`config.mk`:
```
export PLATFORM = sky130hd
export DESIGN_NAME = axi_lite_regs_flat
export DESIGN_NICKNAME = d
export VERILOG_FILES = /design/src/rtl/axi_lite_regs_if.sv /design/src/rtl/axi_lite_regs.sv /design/src/flat_wrapper.sv
export SDC_FILE = /design/constraint.sdc
export NUM_CORES = 1
export LEC_CHECK = 0
export ABC_AREA = 1
export BUFFER_PORTS_ARGS = -buffer_cell sky130_fd_sc_hd__buf_2
export CORE_AREA = 2 2 160 162
export DETAILED_ROUTE_END_ITERATION = 7
export DIE_AREA = 0 0 162 164
export PLACE_DENSITY_LB_ADDON = 0.25
export SYNTH_ARGS = -nofsm -noshare
export SYNTH_HDL_FRONTEND = slang
export SYNTH_SLANG_ARGS = --single-unit
```
`constraint.sdc`:
```
create_clock -name aclk -period 6.4 [get_ports aclk]
set_clock_uncertainty 0.15 [all_clocks]
set_input_delay 1.28 -clock aclk [delete_from_list [all_inputs] [get_ports aclk]]
set_output_delay 1.28 -clock aclk [all_outputs]
set_load 0.03 [all_outputs]
```
`src/rtl/axi_lite_regs_if.sv`:
```
// AXI4-Lite bus bundle shared by the interconnect masters and the register bank slave.
interface axi4_lite_if #(
  parameter int AW = 32,
  parameter int DW = 32
);
  logic [AW-1:0]   awaddr;
  logic [2:0]      awprot;
  logic            awvalid;
  logic            awready;
  logic [DW-1:0]   wdata;
  logic [DW/8-1:0] wstrb;
  logic            wvalid;
  logic            wready;
  logic [1:0]      bresp;
  logic            bvalid;
  logic            bready;
  logic [AW-1:0]   araddr;
  logic [2:0]      arprot;
  logic            arvalid;
  logic            arready;
  logic [DW-1:0]   rdata;
  logic [1:0]      rresp;
  logic            rvalid;
  logic            rready;

  modport s (
    input  awaddr, awprot, awvalid, wdata, wstrb, wvalid, bready,
    input  araddr, arprot, arvalid, rready,
    output awready, wready, bresp, bvalid, arready, rdata, rresp, rvalid
  );

  modport m (
    output awaddr, awprot, awvalid, wdata, wstrb, wvalid, bready,
    output araddr, arprot, arvalid, rready,
    input  awready, wready, bresp, bvalid, arready, rdata, rresp, rvalid
  );
endinterface

```
`src/rtl/axi_lite_regs.sv`:
```
// AXI4-Lite register bank: N_CTRL byte-writable control words followed by N_STAT
// read-only status words, one outstanding transaction at a time.
module axi_lite_regs #(
  parameter int            AW       = 32,
  parameter int            DW       = 32,
  parameter int            N_CTRL   = 4,
  parameter int            N_STAT   = 4,
  parameter logic [DW-1:0] CTRL_RST = '0
) (
  input  logic                 aclk,
  input  logic                 areset,
  axi4_lite_if.s               s,
  output logic [N_CTRL*DW-1:0] ctrl_o,
  output logic [N_CTRL-1:0]    wr_pulse_o,
  input  logic [N_STAT*DW-1:0] stat_i
);

  localparam int IW = $clog2(N_CTRL + N_STAT);
  localparam int SW = DW / 8;
  localparam logic [1:0] OKAY   = 2'b00;
  localparam logic [1:0] SLVERR = 2'b10;

  typedef enum logic [1:0] {IDLE, WR_RESP, RD_DATA} state_t;

  state_t          state;
  logic            aw_got;
  logic            w_got;
  logic [IW-1:0]   aw_idx_q;
  logic [DW-1:0]   wdata_q;
  logic [SW-1:0]   wstrb_q;
  logic [DW-1:0]   ctrl_q [N_CTRL];
  logic            bvalid_q;
  logic [1:0]      bresp_q;
  logic            rvalid_q;
  logic [1:0]      rresp_q;
  logic [DW-1:0]   rdata_q;

  logic            is_idle;
  logic            ar_hs;
  logic            aw_hs;
  logic            w_hs;
  logic            wr_go;
  logic [IW-1:0]   rd_idx;
  logic [IW-1:0]   wr_idx;
  logic [DW-1:0]   wr_data;
  logic [SW-1:0]   wr_strb;
  logic [DW-1:0]   rd_data;
  logic            rd_err;
  logic            wr_err;

  logic [AW-1:0]   unused_awaddr;
  logic [AW-1:0]   unused_araddr;
  logic [5:0]      unused_prot;

  // Only the index field of each address matters; base decode lives upstream.
  assign unused_awaddr = s.awaddr;
  assign unused_araddr = s.araddr;
  assign unused_prot   = {s.awprot, s.arprot};

  // Readies stay low while reset is held so nothing is accepted into a clearing bank.
  assign is_idle   = (state == IDLE) && !areset;
  assign s.arready = is_idle && !aw_got && !w_got;
  assign ar_hs     = s.arvalid && s.arready;
  assign s.awready = is_idle && !aw_got && !ar_hs;
  assign s.wready  = is_idle && !w_got && !ar_hs;
  assign aw_hs     = s.awvalid && s.awready;
  assign w_hs      = s.wvalid && s.wready;
  assign wr_go     = (aw_got || aw_hs) && (w_got || w_hs);

  assign rd_idx  = s.araddr[2 +: IW];
  assign wr_idx  = aw_got ? aw_idx_q : s.awaddr[2 +: IW];
  assign wr_data = w_got ? wdata_q : s.wdata;
  assign wr_strb = w_got ? wstrb_q : s.wstrb;

  always_comb begin
    rd_data = '0;
    rd_err  = 1'b1;
    for (int k = 0; k < N_CTRL; k++) begin
      if (int'(rd_idx) == k) begin
        rd_data = ctrl_q[k];
        rd_err  = 1'b0;
      end
    end
    for (int j = 0; j < N_STAT; j++) begin
      if (int'(rd_idx) == N_CTRL + j) begin
        rd_data = stat_i[j*DW +: DW];
        rd_err  = 1'b0;
      end
    end
    wr_err = (int'(wr_idx) >= N_CTRL);
  end

  always_ff @(posedge aclk) begin
    if (areset) begin
      state      <= IDLE;
      aw_got     <= 1'b0;
      w_got      <= 1'b0;
      aw_idx_q   <= '0;
      wdata_q    <= '0;
      wstrb_q    <= '0;
      bvalid_q   <= 1'b0;
      bresp_q    <= OKAY;
      rvalid_q   <= 1'b0;
      rresp_q    <= OKAY;
      rdata_q    <= '0;
      wr_pulse_o <= '0;
      for (int k = 0; k < N_CTRL; k++) ctrl_q[k] <= CTRL_RST;
    end else begin
      wr_pulse_o <= '0;
      case (state)
        IDLE: begin
          if (ar_hs) begin
            rdata_q  <= rd_data;
            rresp_q  <= rd_err ? SLVERR : OKAY;
            rvalid_q <= 1'b1;
            state    <= RD_DATA;
          end else if (wr_go) begin
            aw_got   <= 1'b0;
            w_got    <= 1'b0;
            bvalid_q <= 1'b1;
            bresp_q  <= wr_err ? SLVERR : OKAY;
            state    <= WR_RESP;
            for (int k = 0; k < N_CTRL; k++) begin
              if (!wr_err && int'(wr_idx) == k) begin
                for (int b = 0; b < SW; b++) begin
                  if (wr_strb[b]) ctrl_q[k][8*b +: 8] <= wr_data[8*b +: 8];
                end
                wr_pulse_o[k] <= |wr_strb;
              end
            end
          end else begin
            // Hold whichever half of the write arrived first until its partner shows up.
            if (aw_hs) begin
              aw_got   <= 1'b1;
              aw_idx_q <= s.awaddr[2 +: IW];
            end
            if (w_hs) begin
              w_got   <= 1'b1;
              wdata_q <= s.wdata;
              wstrb_q <= s.wstrb;
            end
          end
        end
        WR_RESP: begin
          if (s.bready) begin
            bvalid_q <= 1'b0;
            state    <= IDLE;
          end
        end
        RD_DATA: begin
          if (s.rready) begin
            rvalid_q <= 1'b0;
            state    <= IDLE;
          end
        end
        default: state <= IDLE;
      endcase
    end
  end

  assign s.bvalid = bvalid_q;
  assign s.bresp  = bresp_q;
  assign s.rvalid = rvalid_q;
  assign s.rresp  = rresp_q;
  assign s.rdata  = rdata_q;

  for (genvar k = 0; k < N_CTRL; k++) begin : g_ctrl
    assign ctrl_o[k*DW +: DW] = ctrl_q[k];
  end

endmodule
```
`src/flat_wrapper.sv`:
```
// flat-port wrapper written by rule: the top's interface ports become plain ports
module axi_lite_regs_flat 
#(
  parameter int            AW       = 32,
  parameter int            DW       = 32,
  parameter int            N_CTRL   = 4,
  parameter int            N_STAT   = 4,
  parameter logic [DW-1:0] CTRL_RST = '0
)
  (aclk, areset, ctrl_o, wr_pulse_o, stat_i, s_awaddr, s_awprot, s_awvalid, s_wdata, s_wstrb, s_wvalid, s_bready, s_araddr, s_arprot, s_arvalid, s_rready, s_awready, s_wready, s_bresp, s_bvalid, s_arready, s_rdata, s_rresp, s_rvalid);
  axi4_lite_if #(.AW(AW), .DW(DW)) s_i ();
  input  logic aclk;
  input  logic areset;
  output logic [N_CTRL*DW-1:0] ctrl_o;
  output logic [N_CTRL-1:0] wr_pulse_o;
  input  logic [N_STAT*DW-1:0] stat_i;
  input wire logic [$bits(s_i.awaddr)-1:0] s_awaddr;
  input wire logic [$bits(s_i.awprot)-1:0] s_awprot;
  input wire logic [$bits(s_i.awvalid)-1:0] s_awvalid;
  input wire logic [$bits(s_i.wdata)-1:0] s_wdata;
  input wire logic [$bits(s_i.wstrb)-1:0] s_wstrb;
  input wire logic [$bits(s_i.wvalid)-1:0] s_wvalid;
  input wire logic [$bits(s_i.bready)-1:0] s_bready;
  input wire logic [$bits(s_i.araddr)-1:0] s_araddr;
  input wire logic [$bits(s_i.arprot)-1:0] s_arprot;
  input wire logic [$bits(s_i.arvalid)-1:0] s_arvalid;
  input wire logic [$bits(s_i.rready)-1:0] s_rready;
  output wire logic [$bits(s_i.awready)-1:0] s_awready;
  output wire logic [$bits(s_i.wready)-1:0] s_wready;
  output wire logic [$bits(s_i.bresp)-1:0] s_bresp;
  output wire logic [$bits(s_i.bvalid)-1:0] s_bvalid;
  output wire logic [$bits(s_i.arready)-1:0] s_arready;
  output wire logic [$bits(s_i.rdata)-1:0] s_rdata;
  output wire logic [$bits(s_i.rresp)-1:0] s_rresp;
  output wire logic [$bits(s_i.rvalid)-1:0] s_rvalid;
  assign s_i.awaddr = s_awaddr;
  assign s_i.awprot = s_awprot;
  assign s_i.awvalid = s_awvalid;
  assign s_i.wdata = s_wdata;
  assign s_i.wstrb = s_wstrb;
  assign s_i.wvalid = s_wvalid;
  assign s_i.bready = s_bready;
  assign s_i.araddr = s_araddr;
  assign s_i.arprot = s_arprot;
  assign s_i.arvalid = s_arvalid;
  assign s_i.rready = s_rready;
  assign s_awready = s_i.awready;
  assign s_wready = s_i.wready;
  assign s_bresp = s_i.bresp;
  assign s_bvalid = s_i.bvalid;
  assign s_arready = s_i.arready;
  assign s_rdata = s_i.rdata;
  assign s_rresp = s_i.rresp;
  assign s_rvalid = s_i.rvalid;
  axi_lite_regs #(.AW(AW), .DW(DW), .N_CTRL(N_CTRL), .N_STAT(N_STAT), .CTRL_RST(CTRL_RST)) u_core (.aclk(aclk), .areset(areset), .s(s_i), .ctrl_o(ctrl_o), .wr_pulse_o(wr_pulse_o), .stat_i(stat_i));
endmodule
```
==> results.toml, run 1 <==
[status]
status = "complete, no violations"

[final_layout]
final_cell_mix = "nand2_1, buf_2, nor2_1"
syn2layout_area_growth_pct = 27.3
antennaDiodeCount = 0
fillers = 2440
drive_gt1_frac = 0.255
num-nets-final = 1884
final_common_cell = "nand2_1"

[setup_path]
worstSetupStartpointType = "primary input"
worstPathArrival_ns = 2.48
path_class = "primary input to primary output"
crit_path_max_fanout = 64
crit_chain = "buf_2, inv_4, nand3_1, a21oi_2, buf_2"
slowest_delay_ns = 0.48
end_kind = "primary output"
crit_required_ns = 4.97
cpMostUsedCell = "buf_2"
slowest_stage = "inv_4"

[synth]
syn_area_sq_um = 10200
synth_top_area_share = 0.376
synth-simple-area-share = 0.313
synth_top_family_by_area = "simple AND/OR/NAND/NOR gates"
yosysUniqueCellTypes = 27
synth_xor_area_frac = 0
yosysTopAreaCell = "edfxtp_1"
synth_area_per_cell_sq_um = 7.73
yosysSeqAreaShare = 0.539
ys_warn_count = 0
synthCells = 1320
ys_top_cells_by_area = "edfxtp_1, dfxtp_1, nand2_1"
synth-seq-cells = 211
synth_compound_area_frac = 0.0746
muxShareOfSynthArea = 0
yosys.area_share.adder = 0

[cts]
post-cts-setup-buffers = 0
ctsRootBufferMaster = "clkbuf_16"
tritoncts = "built"
clock-sinks = 211
cts_hold_buf = 0
clkTransAtPathRegs_ns = 0.06
cts_buffer_depth = 3
htree_levels = 1
cts_made_buffers = 24
insertion_delay_ns = 0.52
cts_resized = 0

[timing]
final.setup.worst_slack_ns = 2.49
post-route-period-util = 0.610
period_minus_slack_ns = 3.91
drv_slew = 0
worst_pin_slew_ns = 1.12
hold_viol_final = 0
rsz0062_at_grt = "false"
setup_viol = 0
relSlewSlack = 0.255
max_freq_mhz = 256
setup-tns-final_ns = 0

[pwr]
switching_share = 0.291
power_density_nw_per_um2 = 265
internal_power_mw = 2.44
power_leakage_nw = 6.27
irDropWorstVdd_mv = 0.162
power.share.combinational = 0.165
finalPower_mw = 3.44
pwr-share-clk = 0.383
seq_power_share = 0.452
p_switching_mw = 1.00

[floorplan]
dieWidth_um = 162
initial_core_util = 0.411
rows = 58
die_h_um = 164
ios = 414
fp.dieArea_sq_um = 26600
coreArea_sq_um = 24800

[grt]
antenna_found_initial = 2
grt_pass1_wl_mm = 49.2
groute.usage.overall = 0.240
grt_overflow = 0
grt_pass1_vias = 8761
grt_max_degree = 74

[placement]
dp_slack_ns = 1.91
place_congestion = 0.872
numPortBuffers = 347
hpwlAfterDp_mm = 24.9

[routing]
num_vias = 9829
antenna_left = 0
wl_per_cell_um = 16.6
route.detailed.drc = 0
vias_per_cell = 4.94
dr.pass1.iters = 5
drt-total-wl_mm = 33.1
first_iter_violations = 884

[min_path]
hold_class = "flop to flop"

[job]
cap_violations = 0
==> sequential cells by signal, indices dropped and copies added (netlist names) <==
| name | flops |
|---|---|
| u_core.state | 2 |
| u_core.w_got | 1 |
| u_core.ctrl_q | 128 |
| u_core.wr_pulse_o | 4 |
| u_core.wdata_q | 32 |
| u_core.s.rresp | 1 |
| u_core.s.bvalid | 1 |
| u_core.s.bresp | 1 |
| u_core.aw_got | 1 |
| u_core.wstrb_q | 4 |
| u_core.s.rvalid | 1 |
| u_core.s.rdata | 32 |
| u_core.aw_idx_q | 3 |
==> cells by family (layout without fill, tap and decap cells) <==
logic type             count (synthesis)  count (layout)
DFF                                  211             211
AOI/OAI and AO/OA                    151             151
other                                  1               2
buffers and inverters                192             532
and+or+nand+nor                      765             765
==> worst paths after layout <==
kind | slack (ns) | depth (start not counted) | endpoint | start
worst max-delay path | 2.49 | 5 | s_awready | areset
worst min-delay path | 0.29 | 2 | u_core.s.rresp[1] | u_core.s.rresp[1]
worst max register to register | 2.68 | 8 | u_core.ctrl_q[1][6] | u_core.w_got
worst min register to register | 0.29 | 2 | u_core.s.rresp[1] | u_core.s.rresp[1]
==> critical path: cells and delay by family <==
kind | cells | cell delay (ns)
simple gates | 1 | 0.17
compound gates | 1 | 0.18
buf+inv | 3 | 0.83
==> stage by stage <==
| stage | cell area, sq um | utilization | hold slack [ns] | cells |
|---|---|---|---|---|
| 4_1_cts | 13000 | 0.524 | 0.293 | 1991 |
| 5_1_grt | 13000 | 0.524 | 0.319 | 1991 |
| 2_1_floorplan | 10200 | - | 0.344 | 1321 |
| 6_report | 13000 | 0.524 | 0.291 | 1991 |
| 3_3_place_gp | 12200 | 0.493 | 0.281 | 1947 |
| 3_5_place_dp | 12200 | 0.493 | 0.283 | 1947 |
==> routing by layer <==
metal  GRT usage  wire length, um  share of wire
met5           0               13        0.00039
met3      0.0503             2900          0.087
met2       0.389            15100           0.46
met4      0.0817             1070          0.032
met1       0.321            14000           0.42
==> Yosys cell counts <==
| cell | count |
|---|---|
| nand2_1 | 379 |
| nor2_1 | 280 |
| edfxtp_1 | 128 |
| inv_1 | 121 |
| dfxtp_1 | 83 |
| a21oi_1 | 70 |
| o21ai_0 | 69 |
| clkbuf_1 | 45 |
| nand4_1 | 43 |
| nand3_1 | 39 |
| nor3_1 | 10 |
| o21ai_1 | 10 |
| buf_2 | 9 |
| buf_1 | 7 |
| inv_2 | 7 |
| nand4_4 | 6 |
| buf_4 | 2 |
| nand3b_1 | 2 |
| nor2_2 | 2 |
| a21oi_2 | 1 |
| buf_6 | 1 |
| conb_1 | 1 |
| nand2_2 | 1 |
| nand4_2 | 1 |
| nor2_8 | 1 |
| nor3_2 | 1 |
| o21a_1 | 1 |
==> power by group through the flow <==
stage | Clock [mW] | Sequential (mW) | Combinational, mW
final | 1.32 | 1.56 | 0.568
after global routing | 1.40 | 1.56 | 0.626
after global placement | 0 | 1.58 | 0.559
after CTS | 1.34 | 1.56 | 0.568
after floorplan | 0 | 1.68 | 0.261
after detailed placement | 0 | 1.59 | 0.565
==> cell type report <==
| class | count | area [sq um] | area share |
|---|---|---|---|
| Multi-Input combinational cell | 918 | 4010 | 0.308 |
| Timing Repair Buffer | 360 | 1830 | 0.141 |
| Clock buffer | 34 | 668 | 0.0514 |
| Inverter | 128 | 483 | 0.0372 |
| Sequential cell | 211 | 5510 | 0.424 |
| Tap cell | 330 | 413 | 0.0318 |
| Clock inverter | 10 | 90.1 | 0.00693 |
Note: power is estimated with default switching activity, not from simulation.
==> run 2, diff against run 1 <==
- ABC_AREA: 1 -> 0
- CORE_AREA: 2 2 160 162 -> 2 2 162 164
- DIE_AREA: 0 0 162 164 -> 0 0 164 166
- clock period: 6.4 -> 3.7 ns (I/O delays scaled with it)
==> run 2 against run 1 <==
  * Worst hold slack lost 0.0024 ns
  * Via count fell by 15%
  * Critical path type is now flop to primary output
  * Sequential power rose by 69%
==> results.toml, run 2 <==
[status]
status = "complete, no violations"

[grt]
met3_usage = 0.0397
grt_use_met1 = 0.329
antenna_found_initial = 4
grt_overflow = 0
grt_pass1_wl_mm = 49.4
grt_max_degree = 67
grt.busiest_layer = "met2"
groute.usage.overall = 0.239
grt.met2_usage = 0.390
grt_pass1_vias = 8187

[floorplan]
initial_core_util = 0.404
fp.dieArea_sq_um = 27200
coreArea_sq_um = 25600
dieWidth_um = 164
rows = 59
ios = 414
die_h_um = 166

[routing]
first_iter_violations = 626
route.detailed.drc = 0
antenna_left = 0
wl_per_cell_um = 21.2
drt-total-wl_mm = 33.3
vias_per_cell = 5.34
num_vias = 8379
dr.pass1.iters = 6

[placement]
place_congestion = 0.816
place_inst = 1524
dp_slack_ns = 0.502
numPortBuffers = 347
hpwlAfterDp_mm = 24.1

[pwr]
power_leakage_nw = 5.50
power_density_nw_per_um2 = 474
irDropWorstVdd_mv = 0.339

[cts]
post-cts-setup-buffers = 0
clock-sinks = 211
insertion_delay_ns = 0.52
cts_hold_buf = 0
htree_levels = 1
cts_resized = 0
tritoncts = "built"
ctsRootBufferMaster = "clkbuf_16"
cts_buffer_depth = 3
clkTransAtPathRegs_ns = 0.06
cts_made_buffers = 24

[setup_path]
cp_num_buf_inv = 2
path_class = "flop to primary output"
slowest_delay_ns = 0.46
crit_chain = "or3_1, buf_4, nor3_1, buf_2"
crit_required_ns = 2.81
cp_top_family = "simple AND/OR/NAND/NOR gates"
crit_path_max_fanout = 9
worstSetupStartpointType = "flop"
worstPathArrival_ns = 2.06
slowest_stage = "or3_1"
end_kind = "primary output"

[synth]
synth_top_area_share = 0.372
synthCells = 898
synth_async_sr_flop_share = 0
synth_edf_count = 128
syn_area_sq_um = 10300
synth_common_cells = "nor2_1, edfxtp_1, nand2_1, dfxtp_1, mux4_2"
yosysUniqueCellTypes = 50
ys_warn_count = 0
synth-seq-cells = 211
synthFlopType = "edfxtp_1"
yosysSeqAreaShare = 0.533
yosysMostFrequentCell = "nor2_1"
yosysTopAreaCell = "edfxtp_1"
ys_top_cells_by_area = "edfxtp_1, dfxtp_1, mux4_2"
synth_area_per_cell_sq_um = 11.5

[timing]
hold_viol_final = 0
setup_viol = 0
final.setup.worst_slack_ns = 0.752
hold_slack_ns = 0.288
setup-tns-final_ns = 0
relSlewSlack = 0.468
post-route-period-util = 0.797
period_minus_slack_ns = 2.95
worst_pin_slew_ns = 0.797
rsz0062_at_grt = "false"
drv_slew = 0
max_freq_mhz = 339

[final_layout]
drive_gt1_frac = 0.391
largest_register_ffs = 128
final_common_cell = "buf_2"
finish.utilization = 0.515
final_cell_mix = "buf_2, nor2_1, edfxtp_1"
final_cell_count_no_fill = 1570
largest-register = "u_core.ctrl_q"
num-nets-final = 1456
syn2layout_area_growth_pct = 27.6

[job]
cap_violations = 0

[min_path]
hold_class = "primary input to flop"
[run 2: final timing paths]
path	slack, ns	startpoint	endpoint	cells past startpoint
setup / recovery	0.75	u_core.state[1]	s_wready	4
hold / removal	0.29	s_bready	u_core.s.bvalid	2
setup reg to reg	0.83	u_core.state[1]	u_core.ctrl_q[1][0]	4
hold reg to reg	0.31	u_core.wdata_q[23]	u_core.wdata_q[23]	2
[run 2: area by class of cell]
class | instances | area, sq um
timing repair buffer | 369 | 1920
clock buffer | 30 | 664
tap | 335 | 419
multi-input combinational | 605 | 4430
sequential | 211 | 5510
inverter | 4 | 15.0
fill | 2315 | 12400
antenna | 2 | 5.00
clock inverter | 14 | 230
[run 2: stage by stage]
stage          instance area (sq um)  total power [mW]
6_report                       13200              6.26
4_1_cts                        13200              6.29
3_5_place_dp                   12300              3.63
3_3_place_gp                   12300              3.62
5_1_grt                        13200              6.46
2_1_floorplan                  10300              3.29
[run 2: power by group]
part	switching [mW]	internal, mW
Clock	0.983	1.69
Sequential	0.0595	2.58
Combinational	0.584	0.352
[run 2: cells by family after synthesis]
| group | count (synthesis) | synth area share |
|---|---|---|
| AND/OR/NAND/NOR | 352 | 0.159 |
| flip-flops | 211 | 0.533 |
| AO/OA/AOI/OAI | 150 | 0.102 |
| multiplexers | 101 | 0.166 |
| buffers and inverters | 83 | 0.0401 |
| other | 1 | 0.000363 |
[run 2: routing by layer]
| metal | part of all wire | up-vias |
|---|---|---|
| li1 | - | 3909 |
| met1 | 0.43 | 4066 |
| met2 | 0.48 | 352 |
| met3 | 0.071 | 48 |
| met4 | 0.023 | 4 |
| met5 | 0.00090 | - |
==> run 3, diff against run 2 <==
- ABC_AREA: 0 -> 1
- CORE_AREA: 2 2 162 164 -> 2 2 160 162
- DIE_AREA: 0 0 164 166 -> 0 0 162 164
- clock period: 3.7 -> 2.55 ns (I/O delays scaled with it)
==> run 3 against run 2 <==
  * Register-to-register slack got worse by 0.64 ns
  * Largest power group is now sequential cells
  * Worst hold slack got worse by 0.23 ns
  * Count of clock-buffer cells in the layout decreased by 4
  * Clock power increased by 23%
  * Global-route usage decreased by 0.26 points
  * Sequential power increased by 47%
  * Final area increased by 3.2%
  * Critical path depth increased by 6
  * Sequential cell count unchanged
  * Utilization increased by 3.3 points
  * Routed wire length decreased by 2.0%
==> results.toml, run 3 (synthesized netlist as in run 1, its figures left out) <==
[status]
status = "complete, no violations"

[cts]
insertion_delay_ns = 0.51
tritoncts = "built"
cts_resized = 0
clkTransAtPathRegs_ns = 0.06
cts_buffer_depth = 3
cts_hold_buf = 0
post-cts-setup-buffers = 0
ctsRootBufferMaster = "clkbuf_16"
htree_levels = 1
cts_made_buffers = 23
clock-sinks = 211

[timing]
setup-tns-final_ns = 0
rsz0062_at_grt = "false"
drv_slew = 0
setup_viol = 0
final.setup.worst_slack_ns = 0.190
worst_pin_slew_ns = 0.725
post-route-period-util = 0.925
period_minus_slack_ns = 2.36
hold_viol_final = 0
max_freq_mhz = 424
relSlewSlack = 0.512

[min_path]
whs_endpoint = "u_core.state[0]"
min_from = "areset"
hold_class = "primary input to flop"
min_path_cells = 2

[setup_path]
r2r-start = "u_core.state[0]"
r2r_cells = 10
slowest_delay_ns = 0.35
cp_num_buf_inv = 1
worstPathArrival_ns = 2.43
end_kind = "flop"
slowest_stage = "dfxtp_1"
crit_chain = "nor2_2, nand3_1, a21oi_4, nand2_1, nand2_1, nand2_2, nor2_8, nand2_1, o21ai_2, buf_12"
crit_required_ns = 2.62
cp_top_family = "simple AND/OR/NAND/NOR gates"
ff2ff_setup_slack_ns = 0.19
worstSetupStartpointType = "flop"
cpMostUsedCell = "nand2_1"
r2r-end = "u_core.ctrl_q[1][1]"
path_class = "flop to flop"
crit_path_max_fanout = 10

[routing]
wl_per_cell_um = 15.9
num_vias = 10047
route.detailed.drc = 0
vias_per_cell = 4.91
dr.pass1.iters = 6
drt-total-wl_mm = 32.7
antenna_left = 0
first_iter_violations = 910

[grt]
grt_max_degree = 93
antenna_found_initial = 0
groute.usage.overall = 0.236
grt_pass1_vias = 9028
grt_overflow = 0
grt_pass1_wl_mm = 48.9

[final_layout]
largest-register = "u_core.ctrl_q"
final_cell_mix = "nand2_1, buf_2, nor2_1"
largest_register_ffs = 128
drive_gt1_frac = 0.285
finish.utilization = 0.549
antennaDiodeCount = 0
syn2layout_area_growth_pct = 33.3
final_common_cell = "nand2_1"
num-nets-final = 1942

[floorplan]
rows = 58
die_h_um = 164
ios = 414
fp.dieArea_sq_um = 26600
initial_core_util = 0.411
coreArea_sq_um = 24800
dieWidth_um = 162

[pwr]
irDropWorstVdd_mv = 0.460
finalPower_mw = 8.77
power_density_nw_per_um2 = 644
power_leakage_nw = 6.60

[placement]
numPortBuffers = 347
place_congestion = 0.902
dp_slack_ns = 0.0245
hpwlAfterDp_mm = 24.9

[job]
cap_violations = 0
==> run 3: changes by cell type in the layout (fill, tap and decap cells not counted), sizes merged, moves of 17 or more <==
| cell | delta |
|---|---|
| nor2 | +138 |
| a21o | -17 |
| o21bai | -27 |
| o21ai | +75 |
| a22o | -28 |
| mux2i | -41 |
| nand3 | +35 |
| nand4 | +50 |
| nand2 | +262 |
| a21oi | +22 |
| inv | +125 |
| buf | +50 |
| nor3b | -34 |
| mux4 | -56 |
==> run 3: stage by stage <==
stage	cells	instance area (sq um)	hold slack [ns]
2_1_floorplan	1321	10300	0.344
3_3_place_gp	2006	12900	0.283
3_5_place_dp	2006	12900	0.286
4_1_cts	2048	13600	0.0440
5_1_grt	2048	13600	0.0517
6_report	2048	13600	0.0580
==> run 3: layout make-up <==
| type | count | area [sq um] |
|---|---|---|
| Clock buffer | 26 | 587 |
| Clock inverter | 16 | 156 |
| Fill cell | 2372 | 11200 |
| Inverter | 128 | 483 |
| Multi-Input combinational cell | 918 | 4050 |
| Sequential cell | 211 | 5510 |
| Tap cell | 330 | 413 |
| Timing Repair Buffer | 419 | 2410 |
==> run 3: report_power, final <==
| part | switching [mW] | internal [mW] |
|---|---|---|
| registers | 0.0944 | 3.79 |
| logic | 1.07 | 0.513 |
| clock network | 1.34 | 1.96 |
| total | 2.50 | 6.26 |
==> run 3: worst max path at each step <==
stage / startpoint / end / slack (ns) / depth (start not counted)
after floorplan: areset / u_core.ctrl_q[3][24] / 0.004 / 10
after global placement: areset / u_core.ctrl_q[3][1] / 0.1 / 11
after detailed placement: areset / u_core.ctrl_q[1][5] / 0.02 / 11
after CTS: u_core.state[0] / u_core.ctrl_q[1][6] / 0.18 / 10
after global routing: u_core.state[0] / u_core.ctrl_q[2][6] / 0.005 / 10
final: u_core.state[0] / u_core.ctrl_q[1][1] / 0.19 / 10
==> run 3: layer usage <==
| metal | wire [um] | GRT usage |
|---|---|---|
| met2 | 15200 | 0.385 |
| met1 | 14400 | 0.328 |
| met3 | 2350 | 0.0369 |
| met5 | 0 | 0 |
| met4 | 767 | 0.0672 |
==> run 3: worst reg2reg max path, delay by kind of cell (launching register included) <==
family | cells | cell delay (ns)
simple gates | 7 | 1.07
flops | 1 | 0.35
compound gates | 2 | 0.35
buf+inv | 1 | 0.15
